[src/rtl/tc_pl_bus_pkg.sv]
// Shared definitions for the PL bus controllers: FSM state encoding,
// default watchdog/gap constants and a constant-evaluable clog2.
package tc_pl_bus_pkg;

    typedef logic [1:0] state_t;

    localparam state_t ST_IDLE = 2'd0;
    localparam state_t ST_TRIG = 2'd1;
    localparam state_t ST_WAIT = 2'd2;
    localparam state_t ST_GAP  = 2'd3;

    localparam int DEF_TMO_CYC = 50000;
    localparam int DEF_GAP_CYC = 8;

    function automatic int clog2(input int n);
        int r;
        int v;
        r = 0;
        v = n - 1;
        while (v > 0) begin
            r++;
            v = v >> 1;
        end
        return r;
    endfunction

endpackage

[src/rtl/tc_pl_bus_rr_pick.sv]
// Combinational round-robin picker: first eligible channel strictly after
// i_rr_ptr, searching upward with wrap modulo CH_NUM.
module tc_pl_bus_rr_pick #(
    parameter int CH_NUM = 4,
    parameter int CH_W   = 2
) (
    input  logic [CH_NUM-1:0] i_elig,
    input  logic [CH_W-1:0]   i_rr_ptr,
    output logic              o_pick_vld,
    output logic [CH_W-1:0]   o_pick_idx,
    output logic [CH_NUM-1:0] o_pick_oh
);

    localparam int SW = CH_W + 1;

    logic [CH_W-1:0]   w_cand_idx [CH_NUM];
    logic [CH_NUM-1:0] w_cand_oh  [CH_NUM];
    logic [CH_NUM-1:0] w_cand_hit;

    // Candidate gi is the channel (gi+1) places after the pointer, reduced mod CH_NUM.
    genvar gi;
    generate
        for (gi = 0; gi < CH_NUM; gi++) begin : g_cand
            logic [SW-1:0] w_sum;
            assign w_sum          = SW'(i_rr_ptr) + SW'(gi + 1);
            assign w_cand_idx[gi] = (w_sum >= SW'(CH_NUM)) ? CH_W'(w_sum - SW'(CH_NUM))
                                                           : CH_W'(w_sum);
            assign w_cand_oh[gi]  = CH_NUM'(1) << w_cand_idx[gi];
            assign w_cand_hit[gi] = |(w_cand_oh[gi] & i_elig);
        end
    endgenerate

    always_comb begin
        o_pick_vld = |i_elig;
        o_pick_idx = '0;
        o_pick_oh  = '0;
        for (int k = CH_NUM - 1; k >= 0; k--) begin
            if (w_cand_hit[k]) begin
                o_pick_idx = w_cand_idx[k];
                o_pick_oh  = w_cand_oh[k];
            end
        end
    end

endmodule

[src/rtl/tc_pl_bus_tx_sched.sv]
// Round-robin scheduler of CH_NUM tx buffers onto the single PL bus transmit
// engine: grant, trigger, wait for completion or watchdog, inter-frame gap.
module tc_pl_bus_tx_sched
    import tc_pl_bus_pkg::*;
#(
    parameter int CH_NUM  = 4,
    parameter int CH_W    = 2,
    parameter int TMO_W   = 16,
    parameter int TMO_CYC = DEF_TMO_CYC,
    parameter int GAP_CYC = DEF_GAP_CYC
) (
    input  logic              clk,
    input  logic              rst,
    input  logic [CH_NUM-1:0] ch_req,
    input  logic [CH_NUM-1:0] ch_en,
    output logic [CH_NUM-1:0] ch_gnt,
    output logic [CH_W-1:0]   ch_sel,
    output logic [CH_NUM-1:0] ch_done,
    output logic [CH_NUM-1:0] ch_err,
    output logic              busy,
    output logic              tx_trig,
    input  logic              tx_ting,
    input  logic              tx_cmpt
);

    localparam int GAP_W = (clog2(GAP_CYC + 1) < 1) ? 1 : clog2(GAP_CYC + 1);
    localparam logic [GAP_W-1:0] GAP_LAST = (GAP_CYC == 0) ? '0 : GAP_W'(GAP_CYC - 1);
    localparam logic [TMO_W-1:0] TMO_LAST = (TMO_CYC == 0) ? '0 : TMO_W'(TMO_CYC - 1);

    if (longint'(TMO_CYC) >= (longint'(1) << TMO_W)) begin : g_bad_tmo
        $error("TMO_CYC does not fit in TMO_W bits");
    end
    if (clog2(CH_NUM) > CH_W) begin : g_bad_chw
        $error("CH_W too narrow for CH_NUM");
    end

    state_t            r_state;
    state_t            w_state_next;
    logic [CH_W-1:0]   r_rr_ptr;
    logic [CH_NUM-1:0] r_gnt;
    logic [CH_W-1:0]   r_sel;
    logic [CH_NUM-1:0] r_done;
    logic [CH_NUM-1:0] r_err;
    logic [TMO_W-1:0]  r_tmo_cnt;
    logic [GAP_W-1:0]  r_gap_cnt;

    logic              w_pick_vld;
    logic [CH_W-1:0]   w_pick_idx;
    logic [CH_NUM-1:0] w_pick_oh;
    logic              w_tmo_hit;
    logic              w_gap_last;
    logic              w_frame_end;
    logic              w_unused;

    // Engine status is informational only; sequencing relies on tx_cmpt.
    assign w_unused = tx_ting;

    tc_pl_bus_rr_pick #(
        .CH_NUM (CH_NUM),
        .CH_W   (CH_W)
    ) u_pick (
        .i_elig     (ch_req & ch_en),
        .i_rr_ptr   (r_rr_ptr),
        .o_pick_vld (w_pick_vld),
        .o_pick_idx (w_pick_idx),
        .o_pick_oh  (w_pick_oh)
    );

    assign w_tmo_hit   = (TMO_CYC != 0) && (r_tmo_cnt == TMO_LAST);
    assign w_gap_last  = (r_gap_cnt == GAP_LAST);
    assign w_frame_end = tx_cmpt || w_tmo_hit;

    always_ff @(posedge clk) begin
        if (rst) r_state <= ST_IDLE;
        else     r_state <= w_state_next;
    end

    always_comb begin
        w_state_next = r_state;
        case (r_state)
            ST_IDLE: if (w_pick_vld)  w_state_next = ST_TRIG;
            ST_TRIG:                  w_state_next = ST_WAIT;
            ST_WAIT: if (w_frame_end) w_state_next = (GAP_CYC == 0) ? ST_IDLE : ST_GAP;
            ST_GAP:  if (w_gap_last)  w_state_next = ST_IDLE;
            default:                  w_state_next = ST_IDLE;
        endcase
    end

    always_comb begin
        busy    = (r_state != ST_IDLE);
        tx_trig = (r_state == ST_TRIG);
    end

    always_ff @(posedge clk) begin
        if (rst) begin
            r_rr_ptr  <= CH_W'(CH_NUM - 1);
            r_gnt     <= '0;
            r_sel     <= '0;
            r_done    <= '0;
            r_err     <= '0;
            r_tmo_cnt <= '0;
            r_gap_cnt <= '0;
        end else begin
            r_done <= '0;
            r_err  <= '0;
            case (r_state)
                ST_IDLE: begin
                    if (w_pick_vld) begin
                        r_gnt    <= w_pick_oh;
                        r_sel    <= w_pick_idx;
                        r_rr_ptr <= w_pick_idx;
                    end
                end
                ST_TRIG: r_tmo_cnt <= '0;
                ST_WAIT: begin
                    if (r_tmo_cnt != '1) r_tmo_cnt <= r_tmo_cnt + TMO_W'(1);
                    // Completion takes priority over a coincident watchdog expiry.
                    if (tx_cmpt)        r_done <= r_gnt;
                    else if (w_tmo_hit) r_err  <= r_gnt;
                end
                ST_GAP: r_gap_cnt <= w_gap_last ? '0 : r_gap_cnt + GAP_W'(1);
                default: ;
            endcase
            if (r_state != ST_IDLE && w_state_next == ST_IDLE) begin
                r_gnt <= '0;
                r_sel <= '0;
            end
        end
    end

    assign ch_gnt  = r_gnt;
    assign ch_sel  = r_sel;
    assign ch_done = r_done;
    assign ch_err  = r_err;

endmodule
[config.mk]
export PLATFORM = sky130hd
export DESIGN_NAME = tc_pl_bus_tx_sched
export DESIGN_NICKNAME = d
export VERILOG_FILES = /design/src/rtl/tc_pl_bus_pkg.sv /design/src/rtl/tc_pl_bus_rr_pick.sv /design/src/rtl/tc_pl_bus_tx_sched.sv
export SDC_FILE = /design/constraint.sdc
export NUM_CORES = 1
export LEC_CHECK = 0
export ABC_AREA = 1
export CAP_MARGIN = 15
export CORE_UTILIZATION = 25
export DETAILED_ROUTE_END_ITERATION = 10
export PLACE_DENSITY_LB_ADDON = 0.2
export SLEW_MARGIN = 10
export SYNTH_ARGS = -nofsm -noshare
export SYNTH_HDL_FRONTEND = slang
export SYNTH_SLANG_ARGS = --single-unit
[constraint.sdc]
create_clock -name clk -period 1.8 [get_ports clk]
set_clock_uncertainty 0.2 [all_clocks]
set_input_delay 0.18 -clock clk [delete_from_list [all_inputs] [get_ports clk]]
set_output_delay 0.18 -clock clk [all_outputs]
set_load 0.05 [all_outputs]
==> flow_metrics.env <==
export IMPL_drt_pre_antenna_iters=4
export IMPL_wirelength_um=5874
export IMPL_crit_chain="inv_2, ha_4, inv_1, o21ai_2, nor2_1, buf_4, nand2_1, nand2_1, nand2_1, nand2_1, nand2_1, a21oi_1"
export IMPL_gp_congestion=0.8123
export IMPL_syn_to_final_growth_pct=52.94
export IMPL_initial_utilization_pct=26.05
export IMPL_vias=2287
export IMPL_grt_max_degree=18
export IMPL_cts_root_buffer="clkbuf_8"
export IMPL_clock_sinks=38
export IMPL_grtUsageTotal_pct=13.39
export IMPL_fin_crit_sh_pct=98.98
export IMPL_coreArea_um2=8258
export IMPL_cp_end_kind="register"
export IMPL_nets=420
export IMPL_die_height_um=94.76
export IMPL_worst_path_largest_cell_delay_ns=0.37
export IMPL_fin_util_pct=39.83
export IMPL_setup_viol=0
export IMPL_cts_buffers=5
export IMPL_synth_adder_area_share_pct=4.072
export IMPL_required_ns=1.83
export IMPL_placed_cells=494
export IMPL_layout_common_cells="nand2_1 (57), buf_4 (52), nor2_1 (46)"
export IMPL_drc=0
export IMPL_slowest_stage="dfxtp_2"
export IMPL_slew_headroom_pct=78.75
export IMPL_syn_cell_area_um2=2151
export IMPL_grt_pass1_vias=2086
export IMPL_fmax_mhz=561.3
export IMPL_maxCapViolCount=0
export IMPL_synthCells=326
export IMPL_synth_edff_count=0
export IMPL_synthSimpleGateAreaFrac_pct=39.50
export IMPL_ys_types=32
export IMPL_row_count=33
export IMPL_hp_class="reg -> reg"
export IMPL_cp_startpoint="r_rr_ptr[0]"
export IMPL_drt_iter0_drc=57
export IMPL_worst_slew_pin_slew_ns=0.3161
export IMPL_power_density_nw_per_um2=846.9
export IMPL_grt_overflow_total=0
export IMPL_cts_tree="built"
export IMPL_synth_nets=345
export IMPL_hold_violations=0
export IMPL_r2r_end="ch_sel[0]"
export IMPL_layout_drive_gt1_share_pct=34.08
export IMPL_synth_xor_area_share_pct=0.8144
export IMPL_postRouteAntennaNets=0
export IMPL_ys_flop_type="dfxtp_1"
export IMPL_tns_ns=0
export IMPL_fin_area_um2=3289
export IMPL_layout_commonest_cell="nand2_1"
export IMPL_synth_compound_gate_area_share_pct=11.58
export IMPL_grt_pass1_wl_um=9515
export IMPL_dieArea_um2=8979
export IMPL_htreeDepth=2
export IMPL_die_w_um=94.76
export IMPL_syn_avg_cell_area_um2=6.598
export IMPL_path_clk_slew_ns=0.09
export IMPL_leakage_nw=1.364
export IMPL_final_cell_count_no_fill=507
export IMPL_holdBufCountCts=0
export IMPL_reg2regPathDepth=12
export IMPL_status="completed"
export IMPL_seq_area_frac_synth_pct=35.37
export IMPL_antenna_found_initial=0
export IMPL_ios=28
export IMPL_async_flop_share_pct=0
export IMPL_r2r_start="r_rr_ptr[0]"
export IMPL_whs_ns=0.2694
export IMPL_slew_viol_final=0
export IMPL_cp_data_arrival_time_ns=1.82
export IMPL_placed_cell_area_um2=2848
export IMPL_rrSetupSlack_ns=0.02
export IMPL_synthMuxAreaShare_pct=0
export IMPL_crit_path_max_fanout=4
export IMPL_rsz0062_at_grt="true"
export IMPL_viasPerCell=4.511
export IMPL_clock_path_buffers=2
export IMPL_crit_path_start_kind="register"
export IMPL_cp_endpoint="ch_sel[0]"
export IMPL_synth_top_family_by_area="simple AND/OR/NAND/NOR gates"
export IMPL_ys_warn_count=0
export IMPL_antennaDiodeCount=0
export IMPL_cp_common_cell="nand2_1"
export IMPL_period_needed_ns=1.782
export IMPL_synth_seq_cells=38
export IMPL_io_buffers=26
export IMPL_dpl_hpwl_um=4286
export IMPL_worstSetupPathType="reg -> reg"
export IMPL_routedWlPerCell_um=11.59
export IMPL_clock_latency_ns=0.30
export IMPL_vdd_ir_drop_max_mv=0.3811
[synthesized netlist by cell type, types with 2 or more instances]
master,count,area (µm²)
nand2_1,62,232.7
nand3_1,55,275.3
nor2_1,51,191.4
inv_1,40,150.1
dfxtp_1,38,760.7
a21oi_1,29,145.1
o21ai_0,8,40.04
ha_1,7,87.58
nand3b_1,3,22.52
nand4_1,3,18.77
nor3_1,3,15.01
o21ai_1,3,15.01
buf_2,2,10.01
nand2_2,2,12.51
nor2_2,2,12.51
nor2_4,2,22.52
[layout make-up]
cell class / instances / area (µm²)
Clock buffer: 5 / 68.82
Clock inverter: 3 / 40.04
Fill cell: 870 / 4969
Inverter: 41 / 163.9
Multi-Input combinational cell: 242 / 1443
Sequential cell: 38 / 773.2
Tap cell: 105 / 131.4
Timing Repair Buffer: 72 / 665.6
Timing Repair inverter: 1 / 3.754
[cell families after synthesis]
family	count (synthesis)
simple gates	188
buf+inv	46
compound gates	45
flops	38
fa+ha+maj	7
xor+xnor	2
[worst max-delay path, delay by kind of cell (launching register included)]
kind                       cells  cell delay, ns
AOI/OAI and AO/OA              2            0.21
adders and majority gates      1            0.18
buffers and inverters          3            0.37
DFF                            1            0.37
and+or+nand+nor                6            0.40
[per-layer routing]
metal,part of all wire [%],up-vias,global-route usage [%]
met3,2.8,7,2.496
met2,49,36,22.18
li1,-,1216,-
met4,1.5,0,4.040
met1,47,1028,17.53
met5,0,-,0
[power breakdown]
group          leakage (nW)  switching [W]  internal, W  total [W]
clock network        0.0579       0.000308     0.000408   0.000716
logic                 0.996       0.000628     0.000495    0.00112
registers             0.311      0.0000531     0.000893   0.000947
total                  1.36       0.000989      0.00180    0.00279
[through the flow]
stage / total power [W] / setup slack (ns)
2_1_floorplan: 0.001485 / 0.02992
3_3_place_gp: 0.001882 / -0.09948
3_5_place_dp: 0.001882 / -0.1277
4_1_cts: 0.002638 / -0.003752
5_1_grt: 0.002966 / -0.09751
6_report: 0.002786 / 0.01832
[state kept, by name, summed over array words and instances, names as in the netlist]
signal,flops
ch_err,4
ch_sel,2
r_rr_ptr,2
r_gap_cnt,4
ch_gnt,4
ch_done,4
r_state,2
r_tmo_cnt,16
[worst min-delay path by stage]
stage                  startpoint            end  slack (ns)  cells past startpoint
global route        r_tmo_cnt[10]  r_tmo_cnt[10]        0.30                      2
CTS                     ch_gnt[2]      ch_err[2]        0.27                      2
finish                  ch_gnt[2]     ch_done[2]        0.27                      2
detailed placement      ch_gnt[2]      ch_err[2]        0.26                      2
floorplan                     rst   r_gap_cnt[0]        0.06                      1
global placement        ch_gnt[2]     ch_done[2]        0.26                      2
[what timing repair did]
action,4_1_cts,5_1_grt
gates cloned,1,2
pin swaps,2,13
gates resized for setup,10,62
setup buffers,1,1
setup endpoints to repair,8,26
(Power assumes the default switching activity.)
==> RTL change 1, RTL diff (config.mk and constraints unchanged) <==
Set the package constant `DEF_GAP_CYC` to 10 (it was 8).
--- a/src/rtl/tc_pl_bus_pkg.sv
+++ b/src/rtl/tc_pl_bus_pkg.sv
@@ -12,3 +12,3 @@
     localparam int DEF_TMO_CYC = 50000;
-    localparam int DEF_GAP_CYC = 8;
+    localparam int DEF_GAP_CYC = 10;
 
Function: no difference found for any inputs over 10 cycles, from zero or initial values and one cycle with rst high; that may be too few to reach the edited logic, so the function may still have changed.
==> RTL change 1 against the original RTL <==
The run now ends with setup timing left; clock power up 4.6%; worst setup slack got worse by 36 ps; sequential power is 1% lower; sequential cell count is the same; final cell count decreased by 2.2%; wire length shrank 1.1%; area after synthesis down 2.0%; die area down 2.0%; power hardly changed; critical endpoint is now r_rr_ptr[1]; cell area shrank 2.3%.
==> RTL change 1: results (changes against the original RTL) <==
status finished with violations; failing checks setup timing; DP Cell Count 480 (-2.8%); NonClk Buf Share 0.1935 (-0.008823); Adder-Cell Fraction of Synth Area 0.03563 (-0.005092); met3 wire length 177 µm (+9.3%); Worst path max stage delay 340 ps (-30 ps); vias in the first global route 1926 (-7.7%); Synth top cells by count nand2_1, inv_1, nor2_1; Clk. pwr 749 µW (+4.6%); met1 wire length 2958 µm (+7.1%); dpl ws -79.21 ps (+48.44 ps); Residual DRC 0 (unchanged); # nets final 408 (-2.9%); Post-DP HPWL 4120 µm (-3.9%); Area after DPL 0.002751 mm² (-3.4%); M1 GR Usage 0.1764 (+0.001085); gr usage total 0.1289 (-0.005051); DR iter-0 viols 66 (+16%); Post-Syn Nets 334 (-3.2%); total wire length 5810 µm (-1.1%); first-pass GRT wire length 8873 µm (-6.7%); Worst Tran Pin Value 309.2 ps (-6.894 ps); routed len/inst 11.71 µm (+1.1%); Max Buffers Root-to-Sink 2 (unchanged); Port-buffer cells 26 (unchanged); Unique masters post-synth 33 (+3.1%); layout cells sized above 1 0.3504 (+0.009588); P_leak 1.357 nW (-0.57%); via count 2231 (-2.4%); met3 GRT Util 0.03317 (+0.008212); Compound-Gate Fraction of Synth Area 0.1223 (+0.006563); synth warn 0 (unchanged); area fraction of clock buffers and clock inverters 0.03544 (+0.002344); slowest CP cell dfxtp_2; worst setup margin -17.46 ps (-35.79 ps); bufs w/o clock 70 (-2.8%); Gate Count Post-Synth 316 (-3.1%); area occupied by multi-input gates 0.001399 mm² (-3.0%); inverter count 45 (+7.1%); top post-synthesis cells by area dfxtp_1, nand2_1, inv_1; Seq/Total Area, Yosys 0.3610 (+0.007351); routing usage on met2 0.1971 (-0.02474); critical path's top delay family simple AND/OR/NAND/NOR gates; worst-path fanout max 5 (+1); postcts setup bufs 0 (-1); number of fillers in the final layout 858 (-1.4%); # clk buffers 5 (unchanged); count of final setup violators 3 (+3); XOR/XNOR Fraction of Synth Area 0.01247 (+0.004326); Multi-In Gates 230 (-5.0%); Pre-Repair DR Iteration Count 4 (unchanged); met2 WL post-DR 2605 µm (-8.9%); Internal Power 1.769 mW (-1.5%); synthesized area per cell 6.668 µm² (+1.1%); Seq. cell area 768.2 µm² (-0.65%); worst vdd ir 0.0005846 V (+53%); Placer Congestion 0.8038 (-1.0%); PostCTS Resize Cnt 5 (-5)
[RTL change 1: path summary, 6_finish.rpt]
kind,startpoint,endpoint,slack [ps],depth (start not counted)
worst max register to register,r_rr_ptr[0],r_rr_ptr[1],-20,11
worst max-delay path,r_rr_ptr[0],r_rr_ptr[1],-20,11
worst min register to register,ch_gnt[3],ch_done[3],280,2
worst min-delay path,ch_gnt[3],ch_done[3],280,2
[RTL change 1: stage by stage]
| step | util | setup TNS [ps] | power, mW |
|---|---|---|---|
| 6_report | 0.3930 | -33.18 | 2.786 |
| 5_1_grt | 0.3930 | -962.4 | 2.950 |
| 4_1_cts | 0.3520 | -6.625 | 2.634 |
| 3_5_place_dp | 0.3365 | -396.9 | 1.864 |
| 3_3_place_gp | 0.3365 | -360.7 | 1.861 |
| 2_1_floorplan | - | 0 | 1.490 |
[RTL change 1: tightest hold or removal path, delay by kind of cell, from the launching register on]
family / cells / cell delay, ps
buffers and inverters: 1 / 70
AND/OR/NAND/NOR: 1 / 40
flip-flops: 1 / 330
==> RTL change 2, RTL diff (config.mk and constraints unchanged) <==
Made on the original files. Register the output `ch_err` once more; this adds one clock of latency there. The other outputs are not delayed to match.
--- a/src/rtl/tc_pl_bus_tx_sched.sv
+++ b/src/rtl/tc_pl_bus_tx_sched.sv
@@ -133,3 +133,5 @@
     assign ch_done = r_done;
-    assign ch_err  = r_err;
+    always_ff @(posedge clk) begin
+        ch_err <= r_err;
+    end
 
Formal check against the unedited RTL: no difference found for any inputs over 10 cycles, from zero or initial values and one cycle with rst high; that may be too few to reach the edited logic, so the function may still have changed.
==> RTL change 2 against the original RTL <==
The run now ends with setup timing left; count of clock-buffer cells in the layout unchanged; critical path depth shrank 1; sequential cell count up 4; area after synthesis is 3.4% higher; power up 1.4%; sequential power increased by 9%; cell area is 0.15% lower; worst setup slack lost 65 ps; wire length decreased by 2.4%; critical path type unchanged; largest cell class unchanged.
==> RTL change 2: results (changes against the original RTL) <==
Synth top area share 0.3780 (+0.02426); sequential cell area share 0.2587 (+0.02360); Max Buffers Root-to-Sink 2 (unchanged); fraction of area in multi-input gates 0.4267 (-0.01190); DP Cell Count 487 (-1.4%); vias in the first global route 2065 (-1.0%); Hold Path Cell Cnt 0 (-2); synthesized area per cell 6.762 µm² (+2.5%); largest net degree at the start of global routing 16 (-2); Post-DP HPWL 4138 µm (-3.5%); # nets final 416 (-0.95%); total wire length 5735 µm (-2.4%); Multi-In Gates 231 (-4.5%); Reg2Reg Depth 11 (-1); status finished with violations; NonClk Buf Share 0.1832 (-0.01912); Area after DPL 0.002813 mm² (-1.2%); Setup TNS Final -103.5 ps (-103.5 ps); P_leak 1.398 nW (+2.5%); DR iter-0 viols 138 (+140%); Cell Count, Final, Fillers Out 506 (-0.20%); top post-synthesis cells by area dfxtp_1, nand2_1, inv_1; inverter count 52 (+24%); layout cells sized above 1 0.3342 (-0.006625); dpl ws -142.5 ps (-14.80 ps); worst vdd ir 0.0003422 V (-10%); area occupied by multi-input gates 0.001401 mm² (-2.9%); worst setup margin -46.30 ps (-64.62 ps); count of final setup violators 4 (+4); Worst Tran Pin Value 381.1 ps (+65.05 ps); number of fillers in the final layout 939 (+7.9%); worst-path fanout max 5 (+1); first-pass GRT wire length 9363 µm (-1.6%); Vias/cell 4.423 (-1.9%); Seq/Total Area, Yosys 0.3780 (+0.02426); Synth top cells by count nand2_1, inv_1, nor2_1; failing checks setup timing; Placer Congestion 0.7946 (-2.2%); Unique masters post-synth 30 (-6.3%)
RTL change 2: cell count changes in the layout (fill, tap and decap cells not counted), moves of 4 or more:
cell	before	now
nand2_2	5	14
buf_4	52	43
inv_1	37	47
nor2_4	4	9
dfxtp_1	30	37
nor2_1	46	34
nand4_1	3	8
o21ai_0	6	10
nand3_1	44	25
RTL change 2: what timing repair did:
action	4_1_cts	5_1_grt
pin swaps	8	37
gates cloned	2	0
gates resized for setup	29	52
setup endpoints to repair	14	24
setup buffers	6	5
RTL change 2: worst paths after layout:
path / end / slack (ps) / from
worst min-delay path: ch_err[0] / 130 / r_err[0]
worst min register to register: ch_err[0] / 130 / r_err[0]
worst max-delay path: r_rr_ptr[1] / -50 / r_rr_ptr[0]
worst max register to register: r_rr_ptr[1] / -50 / r_rr_ptr[0]
RTL change 2: power breakdown:
group | switching [mW] | internal (mW) | leakage [nW]
sequential | 0.0473 | 0.984 | 0.342
clock | 0.359 | 0.280 | 0.0447
combinational | 0.655 | 0.499 | 1.01
total | 1.06 | 1.76 | 1.40
RTL change 2: worst max-delay path, cell delays in order (launching register included):
cell and delay (ps):
dfxtp_4 370, buf_6 130, ha_4 170, nand3_2 70
nand2_2 60, nor2_4 200, buf_12 140, nor2_4 30
nor2_2 80, nand3_1 70, nand2_1 90, o211ai_1 100
RTL change 2: logic make-up (layout without fill, tap and decap cells):
logic type,count (synthesis),count (layout),synth area share
xor+xnor,1,1,0.003938
flops,42,42,0.3780
simple gates,179,179,0.3746
buf+inv,56,125,0.09899
compound gates,44,44,0.1052
fa+ha+maj,7,7,0.03937
RTL change 2: metal layers:
layer / wire length (µm) / GRT usage / share of wire
met4: 73 / 0.05392 / 0.013
met5: 0 / 0 / 0
met1: 2713 / 0.1614 / 0.47
met3: 192 / 0.02291 / 0.033
met2: 2755 / 0.2228 / 0.48
